[src/rtl/scan_seq_pkg.sv]
`default_nettype none
// ============================================================================
// Module      : scan_seq_pkg
// Description : Shared types and default widths for the A-line scan sequencer.
//               Holds the sequencer state encoding, default delay / index /
//               PRI widths, and the number of cycles start_transmit is held.
// Revision    : 1.0 - initial release
// ============================================================================
package scan_seq_pkg;

  localparam int DELAY_W            = 16;
  localparam int IDX_W              = 8;
  localparam int PRI_W              = 16;
  localparam int START_PULSE_CYCLES = 2;

  typedef enum logic [3:0] {
    IDLE     = 4'd0,
    FETCH    = 4'd1,
    LATCH    = 4'd2,
    LOAD     = 4'd3,
    FIRE     = 4'd4,
    WAIT_TX  = 4'd5,
    WAIT_PRI = 4'd6,
    ADVANCE  = 4'd7,
    DONE     = 4'd8
  } state_t;

endpackage
`default_nettype wire

[src/rtl/aline_scan_sequencer_if.sv]
`default_nettype none
// ============================================================================
// Module      : aline_scan_sequencer_if
// Description : Delay-table and transmit_fsm side bus of the scan sequencer.
//   tbl_rd_en / tbl_addr      : table read strobe and address (A-line index)
//   tbl_rd_data               : table row, valid one cycle after tbl_rd_en
//   delay_bus                 : per-channel delays to transmit_fsm (ch0 LSBs)
//   input_delay_data          : one-cycle delay load strobe
//   start_transmit            : fire strobe
//   transmit_in_progress      : status from transmit_fsm
//   transmit_complete         : completion from transmit_fsm
//   master modport = sequencer, slave modport = table + transmit_fsm side.
// Revision    : 1.0 - initial release
// ============================================================================
interface aline_scan_sequencer_if #(
  parameter int NUM_CH  = 8,
  parameter int DELAY_W = 16,
  parameter int IDX_W   = 8
);
  logic                      tbl_rd_en;
  logic [IDX_W-1:0]          tbl_addr;
  logic [NUM_CH*DELAY_W-1:0] tbl_rd_data;
  logic [NUM_CH*DELAY_W-1:0] delay_bus;
  logic                      input_delay_data;
  logic                      start_transmit;
  logic                      transmit_in_progress;
  logic                      transmit_complete;

  modport master (
    output tbl_rd_en, tbl_addr, delay_bus, input_delay_data, start_transmit,
    input  tbl_rd_data, transmit_in_progress, transmit_complete
  );

  modport slave (
    input  tbl_rd_en, tbl_addr, delay_bus, input_delay_data, start_transmit,
    output tbl_rd_data, transmit_in_progress, transmit_complete
  );
endinterface
`default_nettype wire

[src/rtl/pri_timer.sv]
`default_nettype none
// ============================================================================
// Module      : pri_timer
// Description : Loadable, saturating up-counter with a threshold compare.
//   clk, rst   : clock, synchronous active-high reset
//   i_load     : clear the count to zero on the next edge
//   i_limit    : threshold
//   o_reached  : count >= i_limit - 1 (true for any count when i_limit = 0)
// Revision    : 1.0 - initial release
// ============================================================================
module pri_timer #(
  parameter int W = 16
) (
  input  wire logic         clk,
  input  wire logic         rst,
  input  wire logic         i_load,
  input  wire logic [W-1:0] i_limit,
  output logic              o_reached
);

  logic [W-1:0] r_count;

  always_ff @(posedge clk) begin
    if (rst) begin
      r_count <= '0;
    end else if (i_load) begin
      r_count <= '0;
    end else if (r_count != {W{1'b1}}) begin
      r_count <= r_count + W'(1);
    end
  end

  // Compare count+1 against the limit in W+1 bits so a zero limit cannot underflow.
  assign o_reached = ({1'b0, r_count} + {{W{1'b0}}, 1'b1}) >= {1'b0, i_limit};

endmodule
`default_nettype wire

[src/rtl/aline_scan_sequencer.sv]
`default_nettype none
// ============================================================================
// Module      : aline_scan_sequencer
// Description : Frame-level controller for transmit_fsm. For each A-line it
//               reads a delay profile from the table, loads it, fires the
//               transmit, waits for completion and the PRI, then advances.
//   clk, rst        : clock, synchronous active-high reset
//   i_frame_start   : pulse, starts a frame from IDLE
//   i_frame_abort   : level, ends the frame after the current A-line
//   i_num_alines    : A-lines per frame (0 behaves as 1), latched at start
//   i_pri_cycles    : clocks from start_transmit to next_aline, latched
//   bus             : table / transmit_fsm bus (master modport)
//   o_next_aline    : one-cycle A-line advance
//   o_aline_idx     : current A-line
//   o_frame_busy    : high outside IDLE
//   o_frame_done    : one-cycle frame end pulse
//   o_tx_error      : sticky transmit watchdog error
// Build option: ALINE_TX_WATCHDOG_EN enables the TX_TIMEOUT watchdog; without
//               it WAIT_TX waits indefinitely and o_tx_error is 0.
// Revision    : 1.0 - initial release
// ============================================================================
module aline_scan_sequencer #(
  parameter int NUM_CH     = 8,
  parameter int DELAY_W    = scan_seq_pkg::DELAY_W,
  parameter int IDX_W      = scan_seq_pkg::IDX_W,
  parameter int PRI_W      = scan_seq_pkg::PRI_W,
  parameter int TX_TIMEOUT = 4096
) (
  input  wire logic               clk,
  input  wire logic               rst,
  input  wire logic               i_frame_start,
  input  wire logic               i_frame_abort,
  input  wire logic [IDX_W-1:0]   i_num_alines,
  input  wire logic [PRI_W-1:0]   i_pri_cycles,
  aline_scan_sequencer_if.master  bus,
  output logic                    o_next_aline,
  output logic [IDX_W-1:0]        o_aline_idx,
  output logic                    o_frame_busy,
  output logic                    o_frame_done,
  output logic                    o_tx_error
);

  import scan_seq_pkg::*;

  localparam logic [1:0] c_fire_last = 2'(START_PULSE_CYCLES - 1);

  state_t                    r_state;
  state_t                    w_next;
  logic [IDX_W-1:0]          r_aline_idx;
  logic [IDX_W-1:0]          r_last_idx;
  logic [PRI_W-1:0]          r_pri_limit;
  logic [NUM_CH*DELAY_W-1:0] r_delay_bus;
  logic [1:0]                r_fire_cnt;
  logic                      w_start_frame;
  logic                      w_timer_load;
  logic                      w_pri_done;
  logic                      w_wd_timeout;
  logic                      w_tbl_rd_en;
  logic                      w_load;
  logic                      w_start;
  logic                      w_next_aline;
  logic                      w_frame_done;
  logic                      w_unused;

  assign w_start_frame = (r_state == IDLE) && i_frame_start;

  // Loading in LOAD makes both timers read 0 during the first FIRE cycle, so
  // their count equals clocks elapsed since start_transmit rose.
  assign w_timer_load = (r_state == LOAD);

  pri_timer #(.W(PRI_W)) u_pri_timer (
    .clk       (clk),
    .rst       (rst),
    .i_load    (w_timer_load),
    .i_limit   (r_pri_limit),
    .o_reached (w_pri_done)
  );

`ifdef ALINE_TX_WATCHDOG_EN
  localparam int c_wd_w = $clog2(TX_TIMEOUT + 1);

  logic r_tx_error;

  pri_timer #(.W(c_wd_w)) u_wd_timer (
    .clk       (clk),
    .rst       (rst),
    .i_load    (w_timer_load),
    .i_limit   (c_wd_w'(TX_TIMEOUT)),
    .o_reached (w_wd_timeout)
  );

  always_ff @(posedge clk) begin
    if (rst) begin
      r_tx_error <= 1'b0;
    end else if (w_start_frame) begin
      r_tx_error <= 1'b0;
    end else if (r_state == WAIT_TX && !bus.transmit_complete && w_wd_timeout) begin
      r_tx_error <= 1'b1;
    end
  end

  assign o_tx_error = r_tx_error;
`else
  assign w_wd_timeout = 1'b0;
  assign o_tx_error   = 1'b0;
`endif

  // Status input from transmit_fsm is not needed for sequencing.
  assign w_unused = bus.transmit_in_progress ^ (TX_TIMEOUT == 0);

  always_ff @(posedge clk) begin
    if (rst) begin
      r_state <= IDLE;
    end else begin
      r_state <= w_next;
    end
  end

  always_comb begin
    w_next       = r_state;
    w_tbl_rd_en  = 1'b0;
    w_load       = 1'b0;
    w_start      = 1'b0;
    w_next_aline = 1'b0;
    w_frame_done = 1'b0;
    case (r_state)
      IDLE:     if (i_frame_start) w_next = FETCH;
      FETCH: begin
        w_tbl_rd_en = 1'b1;
        w_next      = LATCH;
      end
      LATCH:    w_next = LOAD;
      LOAD: begin
        w_load = 1'b1;
        w_next = FIRE;
      end
      FIRE: begin
        w_start = 1'b1;
        if (r_fire_cnt == c_fire_last) w_next = WAIT_TX;
      end
      // Completion wins over a same-cycle timeout; if the PRI is already
      // satisfied the advance follows completion directly.
      WAIT_TX: begin
        if (bus.transmit_complete) begin
          w_next = w_pri_done ? ADVANCE : WAIT_PRI;
        end else if (w_wd_timeout) begin
          w_next = DONE;
        end
      end
      WAIT_PRI: if (w_pri_done) w_next = ADVANCE;
      ADVANCE: begin
        w_next_aline = 1'b1;
        if (r_aline_idx == r_last_idx || i_frame_abort) w_next = DONE;
        else                                             w_next = FETCH;
      end
      DONE: begin
        w_frame_done = 1'b1;
        w_next       = IDLE;
      end
      default:  w_next = IDLE;
    endcase
  end

  always_ff @(posedge clk) begin
    if (rst) begin
      r_aline_idx <= '0;
      r_last_idx  <= '0;
      r_pri_limit <= '0;
      r_delay_bus <= '0;
      r_fire_cnt  <= '0;
    end else begin
      if (w_start_frame) begin
        r_aline_idx <= '0;
        r_last_idx  <= (i_num_alines == '0) ? '0 : i_num_alines - IDX_W'(1);
        r_pri_limit <= i_pri_cycles;
      end else if (r_state == ADVANCE && w_next == FETCH) begin
        r_aline_idx <= r_aline_idx + IDX_W'(1);
      end
      if (r_state == LATCH) r_delay_bus <= bus.tbl_rd_data;
      r_fire_cnt <= (r_state == FIRE) ? r_fire_cnt + 2'd1 : 2'd0;
    end
  end

  assign bus.tbl_rd_en        = w_tbl_rd_en;
  assign bus.tbl_addr         = r_aline_idx;
  assign bus.delay_bus        = r_delay_bus;
  assign bus.input_delay_data = w_load;
  assign bus.start_transmit   = w_start;
  assign o_next_aline         = w_next_aline;
  assign o_aline_idx          = r_aline_idx;
  assign o_frame_busy         = (r_state != IDLE);
  assign o_frame_done         = w_frame_done;

endmodule
`default_nettype wire

[src/flat_wrapper.sv]
// flat-port wrapper written by rule: the top's interface ports become plain ports
module aline_scan_sequencer_flat import scan_seq_pkg::*;
#(
  parameter int NUM_CH     = 8,
  parameter int DELAY_W    = scan_seq_pkg::DELAY_W,
  parameter int IDX_W      = scan_seq_pkg::IDX_W,
  parameter int PRI_W      = scan_seq_pkg::PRI_W,
  parameter int TX_TIMEOUT = 4096
)
  (clk, rst, i_frame_start, i_frame_abort, i_num_alines, i_pri_cycles, o_next_aline, o_aline_idx, o_frame_busy, o_frame_done, o_tx_error, bus_tbl_rd_en, bus_tbl_addr, bus_delay_bus, bus_input_delay_data, bus_start_transmit, bus_tbl_rd_data, bus_transmit_in_progress, bus_transmit_complete);
  aline_scan_sequencer_if #(.NUM_CH(NUM_CH), .DELAY_W(DELAY_W), .IDX_W(IDX_W)) bus_i ();
  input  wire logic clk;
  input  wire logic rst;
  input  wire logic i_frame_start;
  input  wire logic i_frame_abort;
  input  wire logic [IDX_W-1:0] i_num_alines;
  input  wire logic [PRI_W-1:0] i_pri_cycles;
  output logic o_next_aline;
  output logic [IDX_W-1:0] o_aline_idx;
  output logic o_frame_busy;
  output logic o_frame_done;
  output logic o_tx_error;
  output wire logic [$bits(bus_i.tbl_rd_en)-1:0] bus_tbl_rd_en;
  output wire logic [$bits(bus_i.tbl_addr)-1:0] bus_tbl_addr;
  output wire logic [$bits(bus_i.delay_bus)-1:0] bus_delay_bus;
  output wire logic [$bits(bus_i.input_delay_data)-1:0] bus_input_delay_data;
  output wire logic [$bits(bus_i.start_transmit)-1:0] bus_start_transmit;
  input wire logic [$bits(bus_i.tbl_rd_data)-1:0] bus_tbl_rd_data;
  input wire logic [$bits(bus_i.transmit_in_progress)-1:0] bus_transmit_in_progress;
  input wire logic [$bits(bus_i.transmit_complete)-1:0] bus_transmit_complete;
  assign bus_tbl_rd_en = bus_i.tbl_rd_en;
  assign bus_tbl_addr = bus_i.tbl_addr;
  assign bus_delay_bus = bus_i.delay_bus;
  assign bus_input_delay_data = bus_i.input_delay_data;
  assign bus_start_transmit = bus_i.start_transmit;
  assign bus_i.tbl_rd_data = bus_tbl_rd_data;
  assign bus_i.transmit_in_progress = bus_transmit_in_progress;
  assign bus_i.transmit_complete = bus_transmit_complete;
  aline_scan_sequencer #(.NUM_CH(NUM_CH), .DELAY_W(DELAY_W), .IDX_W(IDX_W), .PRI_W(PRI_W), .TX_TIMEOUT(TX_TIMEOUT)) u_core (.clk(clk), .rst(rst), .i_frame_start(i_frame_start), .i_frame_abort(i_frame_abort), .i_num_alines(i_num_alines), .i_pri_cycles(i_pri_cycles), .bus(bus_i), .o_next_aline(o_next_aline), .o_aline_idx(o_aline_idx), .o_frame_busy(o_frame_busy), .o_frame_done(o_frame_done), .o_tx_error(o_tx_error));
endmodule
[config.mk]
export PLATFORM = sky130hd
export DESIGN_NAME = aline_scan_sequencer_flat
export DESIGN_NICKNAME = d
export VERILOG_FILES = /design/src/rtl/scan_seq_pkg.sv /design/src/rtl/aline_scan_sequencer_if.sv /design/src/rtl/pri_timer.sv /design/src/rtl/aline_scan_sequencer.sv /design/src/flat_wrapper.sv
export SDC_FILE = /design/constraint.sdc
export NUM_CORES = 1
export LEC_CHECK = 0
export CORE_MARGIN = 1.5
export CORE_UTILIZATION = 34
export DETAILED_ROUTE_END_ITERATION = 10
export PLACE_DENSITY = 0.72
export SLEW_MARGIN = 20
export SYNTH_ARGS = -nofsm -noshare
export SYNTH_HDL_FRONTEND = slang
export SYNTH_SLANG_ARGS = --single-unit
[constraint.sdc]
create_clock -name clk -period 3 [get_ports clk]
set_input_delay 0.6 -clock clk [delete_from_list [all_inputs] [get_ports clk]]
set_output_delay 0.6 -clock clk [all_outputs]
set_load 0.03 [all_outputs]
==> qor.csv, run 1 <==
stage,metric,value,unit
run_status,status,completed,
critical_path,reg-to-reg setup timing slack,140,ps
critical_path,Critical Path RT,3360,ps
global_routing,M3 GR Usage,0.0820,
sta,fmax,350,MHz
global_routing,M1 GR Usage,0.213,
sta,post-route minimum period,2860,ps
synth,#FFs+latches synth,182,
layout,Multi-input gate area,3250,um2
critical_path,"slowest stage cell, crit path",dfxtp_1,
pwr,PwrDens,559,nW/um2
sta,Slew HR,0.624,
global_routing,met2 Use GR,0.340,
die,core area,21000,um2
layout,"Core Util, Final",0.532,
die,num rows,53,
layout,sequential cell area,3650,um2
clock_tree,CTS tree,built,
detailed_routing,WL per Instance,14.8,um
placement,placed instance count,1453,
sta,final clock skew,14.8,ps
synth,Synth Flop Type,dfxtp_1,
clock_tree,Num CTS Buffers,17,
clock_tree,Worst-Skew Late Latency,440,ps
critical_path,CP Max Fanout,4,
sta,RSZ-0062 raised after global routing,false,
clock_tree,clk buf depth,2,
synth,number of synthesized flops with an enable pin,0,
placement,Port Buf Inserts,306,
global_routing,layer with the highest usage,met2,
synth,part of the Yosys area used for sequential elements,0.500,
die,Initial Util,0.347,
pwr,combinational power share,0.203,
sta,Tcrit/Tclk final,0.953,
synth,Netlist cell types,48,
die,Die Y,149,um
placement,GPL Wtd Cong,0.816,
synth,largest cells by area after synthesis,"dfxtp_1, nand2_1, a21oi_1",
sta,Worst Max-Slew Pin Slew,556,ps
layout,NumNets Final,1377,
pwr,Net Switching,1.91,mW
global_routing,first-pass GRT wire length,33900,um
sta,Setup TNS,0,ps
layout,most frequent cells in the layout,"nand2_1, clkdlybuf4s50_1, dfxtp_1, a21oi_1, inv_1",
synth,Post-Syn Nets,1102,
pwr,clock share of power,0.371,
pwr,Final Power,6.25,mW
synth,Yosys top cell by area,dfxtp_1,
pwr,Leak,4.13,nW
global_routing,number of global-route vias before repair,6688,
die,Ports,309,
detailed_routing,vias per cell,4.68,
synth,synthesis warning total,0,
critical_path,CP Class,reg2reg,
synth,Async SR Flop Fraction,0,
clock_tree,CTS Sinks,182,
critical_path,CP max stage delay,390,ps
die,Die X,149,um
detailed_routing,final wirelength,22000,um
critical_path,worst path arrival time,3210,ps
layout,share of layout cells above drive strength 1,0.0495,
clock_tree,CTS Root Buffer Type,clkbuf_16,
placement,post-DP HPWL,15400,um
layout,"commonest non-fill, non-tap cell in the layout",nand2_1,
pwr,Reg power frac,0.425,
detailed_routing,iteration-0 DRC count of the detailed router,370,
clock_tree,clk slew on worst S/H paths,80,ps
layout,post-route insts no fill,1487,
sta,Final Max Slew Viols,0,
synth,share of the synthesized area in the top cell type,0.500,
global_routing,largest net degree at the start of global routing,80,
detailed_routing,1st-pass router iterations,4,
clock_tree,Post-CTS Hold Fix Bufs,0,
hold_path,Hold WC Path Type,reg2reg,
global_routing,GRT Total Usage,0.193,
detailed_routing,DR DRC count,0,
sta,Setup Viol. Count Final,0,
synth,post-synthesis cell area,7290,um2
critical_path,Worst setup EP type,register,
critical_path,crit start category,register,
layout,Antenna diodes,0,
synth,Cells after Synth,924,
detailed_routing,Antenna Nets Post-Route,0,
clock_tree,H-tree depth,4,
flow_run,Max Cap Viol,0,
layout,filler instances,1982,
global_routing,antenna violations before repair,0,
layout,P&R area growth vs syn,53.3,%
global_routing,Congestion Overflow GR,0,
pwr,Max IR drop VDD,0.385,mV
die,Die ar.,22300,um2
sta,Final Hold Vio Count,0,
pwr,Internal Power,4.34,mW
synth,Mean Syn Cell Area,7.89,um2
pwr,Switching Share,0.306,
detailed_routing,Via Count,6965,
critical_path,CP Cell Sequence,"ha_2, nand3_2, nor2_4, and3_1, xnor2_1, inv_1, ha_1, nand4_1, nor2_1, a221oi_1, a211o_1, a41oi_1, mux2i_1",
[area by class of cell]
class	count	area share
sequential	182	0.326
multi-input combinational	646	0.290
timing repair buffer	320	0.288
clock buffer	17	0.0381
tap	275	0.0308
clock inverter	15	0.0162
inverter	32	0.0107
[per-layer routing]
layer / vias up / share of wire
met5: - / 0
met4: 0 / 0.013
met3: 21 / 0.089
met2: 201 / 0.51
met1: 3201 / 0.39
li1: 3542 / -
[cell usage after synthesis (3+ instances only)]
cell type  count
nand2_1      308
dfxtp_1      182
a21oi_1      164
clkbuf_1      38
inv_1         31
nor2_1        29
xor2_1        23
ha_1          20
buf_2         14
o21ai_0       13
xnor2_1       13
nor3_1        11
buf_4          9
nand3_1        9
nand4_1        9
and3_1         5
and4_1         3
mux2i_1        3
nand2b_1       3
nor2b_1        3
[registers in the layout (all words and copies together), names as in the netlist]
signal / count
u_core.bus.delay_bus: 128
u_core.r_state: 4
u_core.u_pri_timer.r_count: 16
u_core.bus.tbl_addr: 8
u_core.r_fire_cnt: 2
u_core.r_pri_limit: 16
u_core.r_last_idx: 8
[through the flow]
step | hold WS [ps] | instance area [um2] | setup WS (ps)
CTS | 422 | 11200 | 12.4
floorplan | 398 | 7290 | 315
finish | 418 | 11200 | 142
global route | 453 | 11200 | 1.35
global placement | 407 | 10500 | 157
detailed placement | 412 | 10500 | 35.4
[worst paths after layout]
path / startpoint / to / depth (start not counted)
setup / recovery: u_core.u_pri_timer.r_count[1] / u_core.bus.tbl_addr[4] / 13
hold / removal: u_core.r_fire_cnt[0] / u_core.r_fire_cnt[0] / 1
hold reg to reg: u_core.r_fire_cnt[0] / u_core.r_fire_cnt[0] / 1
setup reg to reg: u_core.u_pri_timer.r_count[1] / u_core.bus.tbl_addr[4] / 13
[cell families (layout without fill, tap and decap cells)]
| kind of cell | count (synthesis) | in the layout | share of synthesized area |
|---|---|---|---|
| compound gates | 189 | 189 | 0.135 |
| other cells | 1 | 1 | 0.000514 |
| buf+inv | 96 | 384 | 0.0585 |
| mux | 3 | 3 | 0.00412 |
| xor+xnor | 36 | 36 | 0.0432 |
| fa+ha+maj | 20 | 20 | 0.0343 |
| flops | 182 | 182 | 0.500 |
| simple gates | 397 | 397 | 0.225 |
[critical path: cells and delay by family (launching register included)]
kind,cells,cell delay [ps]
multiplexers,1,200
flip-flops,1,390
adder cells (fa/ha/maj),2,530
AO/OA/AOI/OAI,3,690
XOR/XNOR,1,150
AND/OR/NAND/NOR,5,740
buffers and inverters,1,70
[power groups by stage]
stage / combinational, mW / sequential (mW) / clock, mW
2_1_floorplan: 0.457 / 2.93 / 0
3_3_place_gp: 1.27 / 2.71 / 0
3_5_place_dp: 1.28 / 2.71 / 0
4_1_cts: 1.28 / 2.66 / 2.38
5_1_grt: 1.38 / 2.68 / 2.47
6_report: 1.27 / 2.66 / 2.32
[repair_timing]
| action | 4_1_cts | 5_1_grt |
|---|---|---|
| buffers inserted | 0 | 2 |
| pin swaps | 0 | 1 |
| setup endpoints to repair | 1 | 1 |
| gates resized for setup | 1 | 4 |
(Power assumes the default switching activity.)
==> run 2: changes to the inputs <==
--- a/config.mk
+++ b/config.mk
@@ -6,9 +6,9 @@
 export NUM_CORES = 1
 export LEC_CHECK = 0
 export CORE_MARGIN = 1.5
-export CORE_UTILIZATION = 34
+export CORE_UTILIZATION = 43
 export DETAILED_ROUTE_END_ITERATION = 10
-export PLACE_DENSITY = 0.72
+export PLACE_DENSITY = 0.87
 export SLEW_MARGIN = 20
 export SYNTH_ARGS = -nofsm -noshare
 export SYNTH_HDL_FRONTEND = slang
==> run 2 against run 1 <==
Non-clock buffer count is 2 higher. Setup slack got worse by 37 ps. Via count increased by 2.9%. Final area fell by 0.22%. Critical endpoint unchanged. Critical path depth rose by 1. Cell count down 3.6%. Hold slack gained 5.0 ps.
==> qor.csv, run 2 (synthesized netlist as in run 1, its figures left out) <==
stage,metric,value,unit,change
run_status,status,completed,,
placement,placed instance count,1397,,-3.9%
critical_path,CP Class,reg2reg,,
clock_tree,CTS Root Buffer Type,clkbuf_16,,
sta,Final Hold Vio Count,0,,unchanged
hold_path,hold-critical path depth,1,,unchanged
layout,NumNets Final,1379,,+0.15%
detailed_routing,final wirelength,21800,um,-0.70%
sta,Tcrit/Tclk final,0.965,,+0.0123
die,num rows,47,,-11%
sta,Worst Max-Slew Pin Slew,740,ps,+184 ps
sta,final hold slack,423,ps,+5.04 ps
die,Die X,133,um,-11%
die,Initial Util,0.440,,+0.0928
global_routing,Congestion Overflow GR,0,,unchanged
clock_tree,clk slew on worst S/H paths,70,ps,about the same
critical_path,Worst R2R End,u_core.bus.tbl_addr[4],,
placement,post-DP HPWL,15300,um,-0.97%
layout,"commonest non-fill, non-tap cell in the layout",nand2_1,,
sta,post-route minimum period,2890,ps,+37.0 ps
hold_path,Hold Path Origin,u_core.r_fire_cnt[0],,
critical_path,Critical Path RT,3360,ps,about the same
critical_path,Reg-to-Reg Start,u_core.u_pri_timer.r_count[6],,
sta,fmax,345,MHz,-1.3%
layout,max reg flops,128,,unchanged
clock_tree,Worst-Skew Late Latency,430,ps,about the same
flow_run,Max Cap Viol,0,,unchanged
die,Die ar.,17700,um2,-21%
detailed_routing,Antenna Nets Post-Route,0,,unchanged
layout,Antenna diodes,0,,unchanged
sta,RSZ-0062 raised after global routing,false,,
detailed_routing,WL per Instance,15.2,um,+3.0%
detailed_routing,Via Count,7169,,+2.9%
placement,Port Buf Inserts,306,,unchanged
clock_tree,clk buf depth,2,,unchanged
die,core area,16600,um2,-21%
layout,P&R area growth vs syn,53.0,%,
critical_path,worst path arrival time,3250,ps,+40 ps
global_routing,GRT Total Usage,0.239,,+0.0459
detailed_routing,vias per cell,5.00,,+6.7%
hold_path,Hold WC Path Type,reg2reg,,
detailed_routing,iteration-0 DRC count of the detailed router,498,,+35%
die,Ports,309,,unchanged
critical_path,CP Max Fanout,3,,-1
critical_path,Worst setup EP type,register,,
pwr,Leak,4.13,nW,about the same
global_routing,largest net degree at the start of global routing,109,,+36%
die,Die Y,133,um,-11%
layout,share of layout cells above drive strength 1,0.0593,,+0.00980
sta,Slew HR,0.506,,-0.118
critical_path,reg-to-reg setup timing slack,110,ps,-40 ps
placement,GPL Wtd Cong,0.869,,+6.5%
global_routing,antenna violations before repair,0,,unchanged
layout,post-route insts no fill,1434,,-3.6%
sta,Final Max Slew Viols,0,,unchanged
pwr,PwrDens,555,nW/um2,-0.66%
detailed_routing,1st-pass router iterations,6,,+2
clock_tree,Num CTS Buffers,17,,unchanged
layout,most frequent cells in the layout,"nand2_1, clkdlybuf4s50_1, dfxtp_1, a21oi_1, inv_1",,
clock_tree,CTS tree,built,,
detailed_routing,DR DRC count,0,,unchanged
hold_path,WHS Endpoint,u_core.r_fire_cnt[0],,
sta,Setup TNS,0,ps,unchanged
global_routing,number of global-route vias before repair,6933,,+3.7%
global_routing,first-pass GRT wire length,33700,um,-0.59%
clock_tree,Post-CTS Hold Fix Bufs,0,,unchanged
clock_tree,CTS Sinks,182,,unchanged
clock_tree,H-tree depth,4,,unchanged
sta,final clock skew,14.9,ps,+0.130 ps
critical_path,crit start category,register,,
sta,Setup Viol. Count Final,0,,unchanged
pwr,Max IR drop VDD,0.424,mV,+10%
pwr,Final Power,6.19,mW,-0.89%
critical_path,worst reg-to-reg path cell count,14,,+1
## run 2: cell count changes in the layout (fill, tap and decap cells not counted), sizes merged
cell	before	now
buf	15	17
clkbuf	17	18
clkinv	4	5
clkinvlp	0	2
inv	42	38
## run 2: power by group
part / switching [mW] / internal, mW / total, mW
sequential: 0.0926 / 2.57 / 2.66
combinational: 0.713 / 0.564 / 1.28
clock: 1.04 / 1.21 / 2.25
total: 1.85 / 4.34 / 6.19
## run 2: layout make-up
class / instances / area (um2)
clock buffer: 18 / 439
clock inverter: 14 / 161
fill: 1314 / 5430
inverter: 32 / 120
multi-input combinational: 646 / 3280
sequential: 182 / 3660
tap: 220 / 275
timing repair buffer: 322 / 3220
## run 2: timing repair
action / CTS / global route
hold endpoints to repair: 0 / 0
setup endpoints to repair: 1 / 2
pin swaps: 0 / 7
setup buffers: 0 / 5
gates resized for setup: 1 / 16
## run 2: how the worst max path moves through the flow
stage | from | to | slack (ps)
floorplan | u_core.u_pri_timer.r_count[0] | u_core.bus.tbl_addr[4] | 310
global placement | u_core.u_pri_timer.r_count[0] | u_core.bus.tbl_addr[4] | 220
detailed placement | u_core.u_pri_timer.r_count[0] | u_core.bus.tbl_addr[4] | 100
CTS | u_core.u_pri_timer.r_count[4] | u_core.bus.tbl_addr[4] | 50
global route | u_core.u_pri_timer.r_count[2] | u_core.bus.tbl_addr[4] | 8
finish | u_core.u_pri_timer.r_count[6] | u_core.bus.tbl_addr[4] | 110
## run 2: critical path, cell delays in order, from the launching register on
cell	delay, ps
dfxtp_1	370
nand4_1	210
buf_4	200
nor2_2	120
and3_1	220
xnor2_2	130
inv_1	70
ha_1	310
nand4_1	170
buf_4	180
inv_1	40
o31ai_1	60
a211o_1	340
a41oi_2	210
mux2i_1	190
## run 2: through the flow
step           cell area [um2]  worst slack, ps  utilization
5_1_grt                  11200             7.82        0.673
4_1_cts                  11100             46.5        0.667
2_1_floorplan             7290              315            -
6_report                 11200              105        0.673
3_3_place_gp             10500              221        0.630
3_5_place_dp             10500              103        0.630
## run 2: layer usage
layer	vias to the layer above	track usage	wire, um
li1	3548	-	-
met1	3287	0.265	8510
met2	278	0.415	10700
met3	56	0.0940	1970
met4	0	0.0912	645
met5	-	0	0
